<file path="src/rtl/process_element_div_22s_15ns_7s_seq.sv">
// Sequential restoring divider for the PE requantization path: signed dividend by an
// unsigned scale, giving a saturated signed quotient and a dividend-signed remainder.
module process_element_div_22s_15ns_7s_seq #(
    parameter int DIVIDEND_WIDTH = 22,
    parameter int DIVISOR_WIDTH  = 15,
    parameter int QUOTIENT_WIDTH = 7
) (
    input  logic                       clk,
    input  logic                       reset,
    input  logic                       ce,
    input  logic                       in_valid,
    output logic                       in_ready,
    input  logic [DIVIDEND_WIDTH-1:0]  dividend,
    input  logic [DIVISOR_WIDTH-1:0]   divisor,
    output logic                       out_valid,
    input  logic                       out_ready,
    output logic [QUOTIENT_WIDTH-1:0]  quotient,
    output logic [DIVISOR_WIDTH:0]     remainder,
    output logic                       sat,
    output logic                       div_zero
);

    localparam int RW = DIVISOR_WIDTH + 1;
    localparam int CW = $clog2(DIVIDEND_WIDTH + 1);
    localparam logic [CW-1:0] LAST_ITER = CW'(DIVIDEND_WIDTH - 1);
    localparam logic [DIVIDEND_WIDTH-1:0] POS_LIMIT = DIVIDEND_WIDTH'(2**(QUOTIENT_WIDTH-1) - 1);
    localparam logic [DIVIDEND_WIDTH-1:0] NEG_LIMIT = DIVIDEND_WIDTH'(2**(QUOTIENT_WIDTH-1));
    localparam logic [QUOTIENT_WIDTH-1:0] Q_MAX = {1'b0, {(QUOTIENT_WIDTH-1){1'b1}}};
    localparam logic [QUOTIENT_WIDTH-1:0] Q_MIN = {1'b1, {(QUOTIENT_WIDTH-1){1'b0}}};

    typedef enum logic [1:0] {
        IDLE = 2'd0,
        CALC = 2'd1,
        DONE = 2'd2
    } state_t;

    state_t                      state_q;
    logic [DIVIDEND_WIDTH-1:0]   dvdMag_q;
    logic [DIVIDEND_WIDTH-1:0]   quoMag_q;
    logic [RW-1:0]               remPart_q;
    logic [DIVISOR_WIDTH-1:0]    divisor_q;
    logic                        neg_q;
    logic                        divZero_q;
    logic [CW-1:0]               iter_q;
    logic                        outValid_q;
    logic [QUOTIENT_WIDTH-1:0]   quotient_q;
    logic [RW-1:0]               remainder_q;
    logic                        sat_q;
    logic                        divZeroOut_q;

    logic [DIVIDEND_WIDTH-1:0]   dvdAbs;
    logic [RW-1:0]               remShift;
    logic [RW-1:0]               remSub;
    logic                        qBit;
    logic [RW-1:0]               remPart_d;
    logic [QUOTIENT_WIDTH-1:0]   quotient_d;
    logic [RW-1:0]               remainder_d;
    logic                        sat_d;

    assign in_ready  = ce & (state_q == IDLE);
    assign out_valid = outValid_q;
    assign quotient  = quotient_q;
    assign remainder = remainder_q;
    assign sat       = sat_q;
    assign div_zero  = divZeroOut_q;

    // Two's-complement negation of -2^(N-1) yields 2^(N-1), which is correct read as unsigned.
    assign dvdAbs = dividend[DIVIDEND_WIDTH-1] ? -dividend : dividend;

    always_comb begin
        remShift  = {remPart_q[RW-2:0], dvdMag_q[DIVIDEND_WIDTH-1]};
        remSub    = remShift - {1'b0, divisor_q};
        qBit      = (remShift >= {1'b0, divisor_q});
        remPart_d = qBit ? remSub : remShift;
    end

    always_comb begin
        quotient_d  = neg_q ? -quoMag_q[QUOTIENT_WIDTH-1:0] : quoMag_q[QUOTIENT_WIDTH-1:0];
        remainder_d = neg_q ? -remPart_q : remPart_q;
        sat_d       = 1'b0;
        if (divZero_q) begin
            quotient_d  = neg_q ? Q_MIN : Q_MAX;
            remainder_d = '0;
            sat_d       = 1'b1;
        end else if (!neg_q && (quoMag_q > POS_LIMIT)) begin
            quotient_d = Q_MAX;
            sat_d      = 1'b1;
        end else if (neg_q && (quoMag_q > NEG_LIMIT)) begin
            quotient_d = Q_MIN;
            sat_d      = 1'b1;
        end
    end

    always_ff @(posedge clk) begin
        if (reset) begin
            state_q      <= IDLE;
            dvdMag_q     <= '0;
            quoMag_q     <= '0;
            remPart_q    <= '0;
            divisor_q    <= '0;
            neg_q        <= 1'b0;
            divZero_q    <= 1'b0;
            iter_q       <= '0;
            outValid_q   <= 1'b0;
            quotient_q   <= '0;
            remainder_q  <= '0;
            sat_q        <= 1'b0;
            divZeroOut_q <= 1'b0;
        end else if (ce) begin
            case (state_q)
                IDLE: begin
                    if (in_valid) begin
                        dvdMag_q  <= dvdAbs;
                        divisor_q <= divisor;
                        neg_q     <= dividend[DIVIDEND_WIDTH-1];
                        divZero_q <= (divisor == '0);
                        quoMag_q  <= '0;
                        remPart_q <= '0;
                        iter_q    <= '0;
                        state_q   <= (divisor == '0) ? DONE : CALC;
                    end
                end
                CALC: begin
                    remPart_q <= remPart_d;
                    quoMag_q  <= {quoMag_q[DIVIDEND_WIDTH-2:0], qBit};
                    dvdMag_q  <= {dvdMag_q[DIVIDEND_WIDTH-2:0], 1'b0};
                    iter_q    <= iter_q + CW'(1);
                    if (iter_q == LAST_ITER) begin
                        state_q <= DONE;
                    end
                end
                DONE: begin
                    // First DONE edge formats the result; later edges wait for the consumer.
                    if (!outValid_q) begin
                        outValid_q   <= 1'b1;
                        quotient_q   <= quotient_d;
                        remainder_q  <= remainder_d;
                        sat_q        <= sat_d;
                        divZeroOut_q <= divZero_q;
                    end else if (out_ready) begin
                        outValid_q <= 1'b0;
                        state_q    <= IDLE;
                    end
                end
                default: state_q <= IDLE;
            endcase
        end
    end

endmodule

</file>
<file path="config.mk">
export PLATFORM = sky130hd
export DESIGN_NAME = process_element_div_22s_15ns_7s_seq
export DESIGN_NICKNAME = d
export VERILOG_FILES = /design/src/rtl/process_element_div_22s_15ns_7s_seq.sv
export SDC_FILE = /design/constraint.sdc
export NUM_CORES = 1
export LEC_CHECK = 0
export ABC_AREA = 1
export BUFFER_PORTS_ARGS = -buffer_cell sky130_fd_sc_hd__buf_2
export CORE_MARGIN = 2
export CORE_UTILIZATION = 40
export DETAILED_ROUTE_END_ITERATION = 16
export SYNTH_ARGS = -nofsm -noshare
export SYNTH_HDL_FRONTEND = slang
export SYNTH_SLANG_ARGS = --single-unit
</file>
<file path="constraint.sdc">
create_clock -name clk -period 2.7 [get_ports clk]
set_clock_uncertainty 0.1 [all_clocks]
set_input_delay 0.54 -clock clk [delete_from_list [all_inputs] [get_ports clk]]
set_output_delay 0.54 -clock clk [all_outputs]
set_load 0.02 [all_outputs]
</file>
=== Word level (Yosys, flattened, before mapping) ===
Index checks and enable logic that the tools add are counted.

* Word-level logic and storage cells: 69
* Register bits: 110
* Output and inout bits: 27

* Bitwise logic cells: 2
* Eq/ne operators: 7
* Muxes and demuxes: 28
* Magnitude comparators: 3
* Add/sub/neg operators: 5
* Reduce and logical (&&, ||, !) cells: 11

{| class="wikitable"
|+ Operator list
! operator !! number
|-
| $pmux W22 S2 || 2
|-
| $mux W22 || 3
|-
| $mux W16 || 4
|-
| $mux W7 || 5
|-
| $pmux W16 S2 || 1
|-
| $gt A22 B6 Y1 const B || 1
|-
| $gt A22 B7 Y1 const B || 1
|-
| $neg A22 Y22 || 1
|-
| $ge A16 B15 Y1 || 1
|-
| $neg A16 Y16 || 1
|-
| $sub A16 B15 Y16 || 1
|-
| $logic_not A15 Y1 || 1
|-
| $mux W2 || 5
|-
| $pmux W5 S2 || 1
|-
| $reduce_and A3 Y1 || 3
|-
| $ne A2 B2 Y1 const B || 4
|-
| $neg A7 Y7 || 1
|-
| $pmux W2 S3 || 1
|-
| $add A5 B1 Y5 const B || 1
|-
| $eq A5 B5 Y1 const B || 1
|-
| $mux W1 || 5
|-
| $mux W5 || 1
|-
| $reduce_and A5 Y1 || 1
|-
| $eq A2 B1 Y1 const B || 1
|-
| 8 further kinds || 9
|}

=== Logic depth before layout (Yosys ltp) ===
* Depth in word-level cells: 5
* Depth in mapped cells: 14
* Depth with buffers taken out: 14

=== Worst setup path before layout ===
OpenSTA, ideal clock, no wires.

* Path type: reg2reg
* Start point: reg dvdMag_q[21]
* End point: reg remPart_q[7]
* Arrival time: 1868 ps
* Period minus slack after synthesis: 2099 ps
* Stages on the path, launching flop included: 15
* Setup slack: 601 ps
* Path buffers: 1
* Path through: dfxtp_1 inv_1 ha_1 fa_1 inv_1 nand2_1 nand2_1 nand3_1 nand3_1 nand2_2 nand2_4 buf_6 nand2_2 nand3_1 a21oi_2

* Longest elaborated chain between the ends: 3
* Elaborated cells between the ends (all ways): 4

{| class="wikitable"
|+ RTL lines
! element !! line !! text
|-
| start, declared || 38 || <nowiki>logic [DIVIDEND_WIDTH-1:0] dvdMag_q;</nowiki>
|-
| start signal, assigned || 113 || <nowiki>dvdMag_q <= dvdAbs;</nowiki>
|-
| start signal, assigned || 126 || <nowiki>dvdMag_q <= {dvdMag_q[DIVIDEND_WIDTH-2:0], 1'b0};</nowiki>
|-
| $sub A16 B15 Y16 or $ge A16 B15 Y1 (tied branches) || 72, 73 ||
|-
| $mux W16 (*) || 74 || <nowiki>remPart_d = qBit ? remSub : remShift;</nowiki>
|-
| $pmux W16 S2 (*) || 110 || <nowiki>case (state_q)</nowiki>
|-
| end signal, assigned || 124 || <nowiki>remPart_q <= remPart_d;</nowiki>
|-
| end, declared || 40 || <nowiki>logic [RW-1:0] remPart_q;</nowiki>
|}

Mark *: on every way between the ends. The rest lies on a longest branch, timed or not.
A chain may end at the register's enable or synchronous reset.

=== Worst setup path in the final report ===
* Start point: reg dvdMag_q[21]
* End point: reg remPart_q[9]

Same word-level chain as after synthesis.

==> summary.txt <==
Logic synthesis
  – Area share of and/or/nand/nor cells after synthesis: 36.80%
  – Arithmetic-cell share of the synthesized area counting full adders, half adders and majority gates: 4.099%
  – Number of nets produced by synthesis: 1095
  – Synthesized instance count: 1032
  – Unique masters post-synth: 44
  – Cell area after technology mapping: 0.006593 mm²
  – Fraction of synthesized cell area in xor and xnor cells: 2.258%
  – EDFF count, synth: 0
  – Multiplexer share of the synthesized area: 0%
  – Yosys reg bits: 110
  – Sequential element share of the synthesized area: 33.40%
  – Main combinational cell family by area after synthesis: simple AND/OR/NAND/NOR gates
  – Synthesized-area fraction occupied by ao, oa, aoi and oai cells: 14.29%
  – Most common flop cell mapped by yosys: sky130_fd_sc_hd__dfxtp_1
  – Ys Warns: 0
  – Avg Inst Size Synth: 6.388 µm²
  – Share of synthesized registers carrying an async set or reset: 0%

Job
  – Count of maximum capacitance violations: 0

Drt
  – Mean number of vias per cell: 4.912
  – DRC Markers: 0
  – Routed vias: 6405
  – Final WL: 17170 µm
  – Initial DRC count: 465
  – Post-detailed-route wirelength per cell: 13.16 µm
  – Number of iterations in the first detailed-routing pass: 6
  – Number of nets still failing antenna checks after routing: 0

STA
  – Smallest setup slack after layout: 0.3649 ns
  – Top achievable clock speed: 428.3 MHz
  – Final number of setup-violating endpoints: 0
  – Remaining max-slew budget at the tightest pin: 58.33%
  – Total negative slack for setup checks: 0 ns
  – Final hold violations: 0
  – Final critical-path required period: 2.335 ns
  – Tightest Pin Transition: 0.6235 ns
  – Share of the clock period used by the worst path: 86.48%
  – Final Max Tran Viols: 0
  – Unrepaired setup endpoints after global routing: false

Critical path
  – Crit Path Category: reg -> reg
  – Critical Path AT: 2.54 ns
  – Kind of start point of the critical path: register
  – Worst setup path startpoint: dvdMag_q[21]
  – CP endpoint kind: register
  – Cell-by-cell trace of the critical path: inv_1 > ha_1 > fa_1 > inv_1 > nand2_1 > nand2_1 > nand3_1 > nand3_1 > nand2_2 > nand2_4 > nand2_4 > nand2_1 > nand2_1 > a21oi_1
  – WP data required: 2.90 ns
  – Cell type with the highest occurrence count on the critical path: sky130_fd_sc_hd__nand2_1
  – Reg2reg start: dvdMag_q[21]
  – Largest delay share family, worst path: simple AND/OR/NAND/NOR gates
  – Slowest stage delay, CP: 0.41 ns
  – Reg-to-reg critical path endpoint: remPart_q[9]
  – Peak fanout along the critical path: 17
  – Setup slack of the most critical reg-to-reg path: 0.36 ns
  – Cell with the largest stage delay on the worst path: sky130_fd_sc_hd__fa_1
  – Buffers & Inverters on Critical Path: 2
  – Worst Reg-to-Reg Cells: 14

Power and ir drop
  – Static power due to leakage: 3.347 nW
  – Max IR drop VDD: 0.3267 mV
  – Switching power of the nets: 0.001498 W
  – PD cells: 582.2 mW/mm²
  – Part of the power in combinational logic: 27.6%
  – Pint: 0.002809 W
  – Overall power of the completed layout: 0.004308 W
  – Fraction of power spent switching nets: 34.79%
  – Clock share of power: 32.5%
  – Reg power frac: 39.9%

Layout
  – Area delta synth->final: 12.24%
  – Net count, final: 1146
  – Count of antenna diodes in the layout: 0
  – Share of post-route cells with drive strength above 1: 12.41%

Placement
  – Worst setup slack before clock tree synthesis: 0.3756 ns
  – Gp weighted congestion: 0.8848
  – Quantity of I/O buffers inserted on ports: 68
  – DP HPWL: 12700 µm

Hold path
  – Type of the most critical hold path: in -> reg
  – Beginning of the worst hold path: divisor[14]
  – Hold path cells: 3
  – Sink of the worst hold path: divisor_q[14]

Global routing
  – Tot GR Track Use: 19.86%
  – Initial antenna violation count: 0
  – Wire length of the first global-routing pass: 28770 µm
  – GRT overflow: 0
  – Via count of the first global-routing pass: 5765
  – Pin count of the biggest net entering global routing: 83

Run status
  – Run status: finished, final reports clean

Clocking
  – # clock sinks: 110
  – Total of cells resized after clock tree synthesis: 0
  – Clock network latency to the later pin of the worst-skew pair: 0.36 ns
  – # hold bufs at CTS: 0
  – Htree depth: 3
  – Clock Path Buffers: 2
  – Clock transition at the registers of the reported paths: 0.08 ns
  – Post-CTS setup-driven buffer insertion count: 0
  – Root buffer selected by CTS: sky130_fd_sc_hd__clkbuf_16
  – Clock buffer count from CTS: 9
  – TritonCTS clock tree: done

Die
  – Std-Cell Core Area: 0.01600 mm²
  – Floorplan die width: 132.4 µm
  – Site row count: 46
  – Die Ht: 132.4 µm
  – Floorplan die area: 0.01752 mm²
  – Initial standard-cell utilization of the core: 41.20%
  – Number of top-level pins: 69
==> state kept, by name, indices dropped and copies added (netlist names) <==
signal / flops
divZero_q: 1
div_zero: 1
divisor_q: 15
dvdMag_q: 22
iter_q: 5
neg_q: 1
out_valid: 1
quoMag_q: 22
quotient: 7
remPart_q: 16
remainder: 16
sat: 1
state_q: 2
==> Yosys cell counts, types with 2 or more instances <==
library cell               count  area (µm²)
sky130_fd_sc_hd__nand2_4       2       22.52
sky130_fd_sc_hd__or2_2         2       12.51
sky130_fd_sc_hd__nor4_1        4       25.02
sky130_fd_sc_hd__inv_1        95       356.6
sky130_fd_sc_hd__buf_6         5       56.30
sky130_fd_sc_hd__ha_1         20       250.2
sky130_fd_sc_hd__nand3_2       3       30.03
sky130_fd_sc_hd__a22oi_1       2       15.01
sky130_fd_sc_hd__nor2_1      107       401.6
sky130_fd_sc_hd__xnor2_1       8       70.07
sky130_fd_sc_hd__o22ai_1       3       18.77
sky130_fd_sc_hd__buf_2         8       40.04
sky130_fd_sc_hd__xor2_1        9       78.83
sky130_fd_sc_hd__nand3_1      92       460.4
sky130_fd_sc_hd__and2_1        4       25.02
sky130_fd_sc_hd__clkinv_1      2       7.510
sky130_fd_sc_hd__a21oi_2       4       35.03
sky130_fd_sc_hd__dfxtp_1     110        2202
sky130_fd_sc_hd__a31oi_1       2       12.51
sky130_fd_sc_hd__nor2_2        5       31.28
sky130_fd_sc_hd__nor3_1       10       50.05
sky130_fd_sc_hd__nand2_2       6       37.54
sky130_fd_sc_hd__a21oi_1      99       495.5
sky130_fd_sc_hd__o211ai_1      7       52.55
sky130_fd_sc_hd__and3_1        2       12.51
sky130_fd_sc_hd__nor2_4        3       33.78
sky130_fd_sc_hd__nand4_1      11       68.82
sky130_fd_sc_hd__buf_4         3       22.52
sky130_fd_sc_hd__inv_2        10       37.54
sky130_fd_sc_hd__o21ai_0      52       260.3
sky130_fd_sc_hd__clkbuf_1     22       82.58
sky130_fd_sc_hd__nand2_1     308        1156
==> through the flow <==
stage / cell area, µm² / util [%] / hold slack, ns / std cells
floorplan: 6593 / - / 0.3362 / 1032
CTS: 7400 / 46.25 / 0.3067 / 1304
global placement: 7089 / 44.31 / 0.3455 / 1288
global route: 7400 / 46.25 / 0.3470 / 1304
finish: 7400 / 46.25 / 0.3178 / 1304
detailed placement: 7089 / 44.31 / 0.3555 / 1288
==> cell families (layout without fill, tap and decap cells) <==
group	count (synthesis)	in the layout
simple gates	564	564
compound gates	175	175
buf+inv	145	201
flops	110	110
fa+ha+maj	21	21
xor+xnor	17	17
==> metal layers <==
| metal | track usage [%] | part of all wire, % |
|---|---|---|
| met5 | 0 | 0 |
| met2 | 29.42 | 42 |
| met3 | 3.422 | 4.1 |
| met4 | 4.480 | 0.97 |
| met1 | 29.92 | 53 |
==> worst max path at each step <==
stage | endpoint | slack [ns] | cells past startpoint
2_1_floorplan | remPart_q[7] | 0.60 | 14
3_3_place_gp | remPart_q[13] | 0.43 | 14
3_5_place_dp | remPart_q[9] | 0.38 | 14
4_1_cts | remPart_q[9] | 0.37 | 14
5_1_grt | remPart_q[10] | 0.14 | 13
6_report | remPart_q[9] | 0.36 | 14
==> area by class of cell <==
cell class / instances / area (µm²)
Clock buffer: 9 / 225.2
Clock inverter: 7 / 85.08
Fill cell: 1748 / 8601
Inverter: 107 / 401.6
Multi-Input combinational cell: 777 / 3787
Sequential cell: 110 / 2202
Tap cell: 216 / 270.3
Timing Repair Buffer: 78 / 427.9
==> power groups by stage <==
| stage | sequential [W] | clock, W | combinational [W] |
|---|---|---|---|
| finish | 0.00172 | 0.00140 | 0.00119 |
| global route | 0.00173 | 0.00150 | 0.00135 |
| CTS | 0.00172 | 0.00144 | 0.00118 |
| detailed placement | 0.00176 | 0 | 0.00118 |
| global placement | 0.00176 | 0 | 0.00118 |
| floorplan | 0.00174 | 0 | 0.000923 |
==> worst min-delay path, cell delays in order <==
cell and delay (ns):
sky130_fd_sc_hd__buf_2 0.09, sky130_fd_sc_hd__nand3_1 0.06, sky130_fd_sc_hd__o21ai_0 0.06
==> placed cells by master, fill, tap and decap left out, types with 10 or more instances in the layout <==
master	instances
sky130_fd_sc_hd__dfxtp_1	110
sky130_fd_sc_hd__o21ai_0	52
sky130_fd_sc_hd__nor3_1	10
sky130_fd_sc_hd__a21oi_1	99
sky130_fd_sc_hd__nand2_1	308
sky130_fd_sc_hd__nand4_1	11
sky130_fd_sc_hd__inv_1	95
sky130_fd_sc_hd__nor2_1	107
sky130_fd_sc_hd__buf_2	68
sky130_fd_sc_hd__nand3_1	92
sky130_fd_sc_hd__inv_2	10
sky130_fd_sc_hd__ha_1	20
No activity file was read; power rests on OpenSTA's default activity.
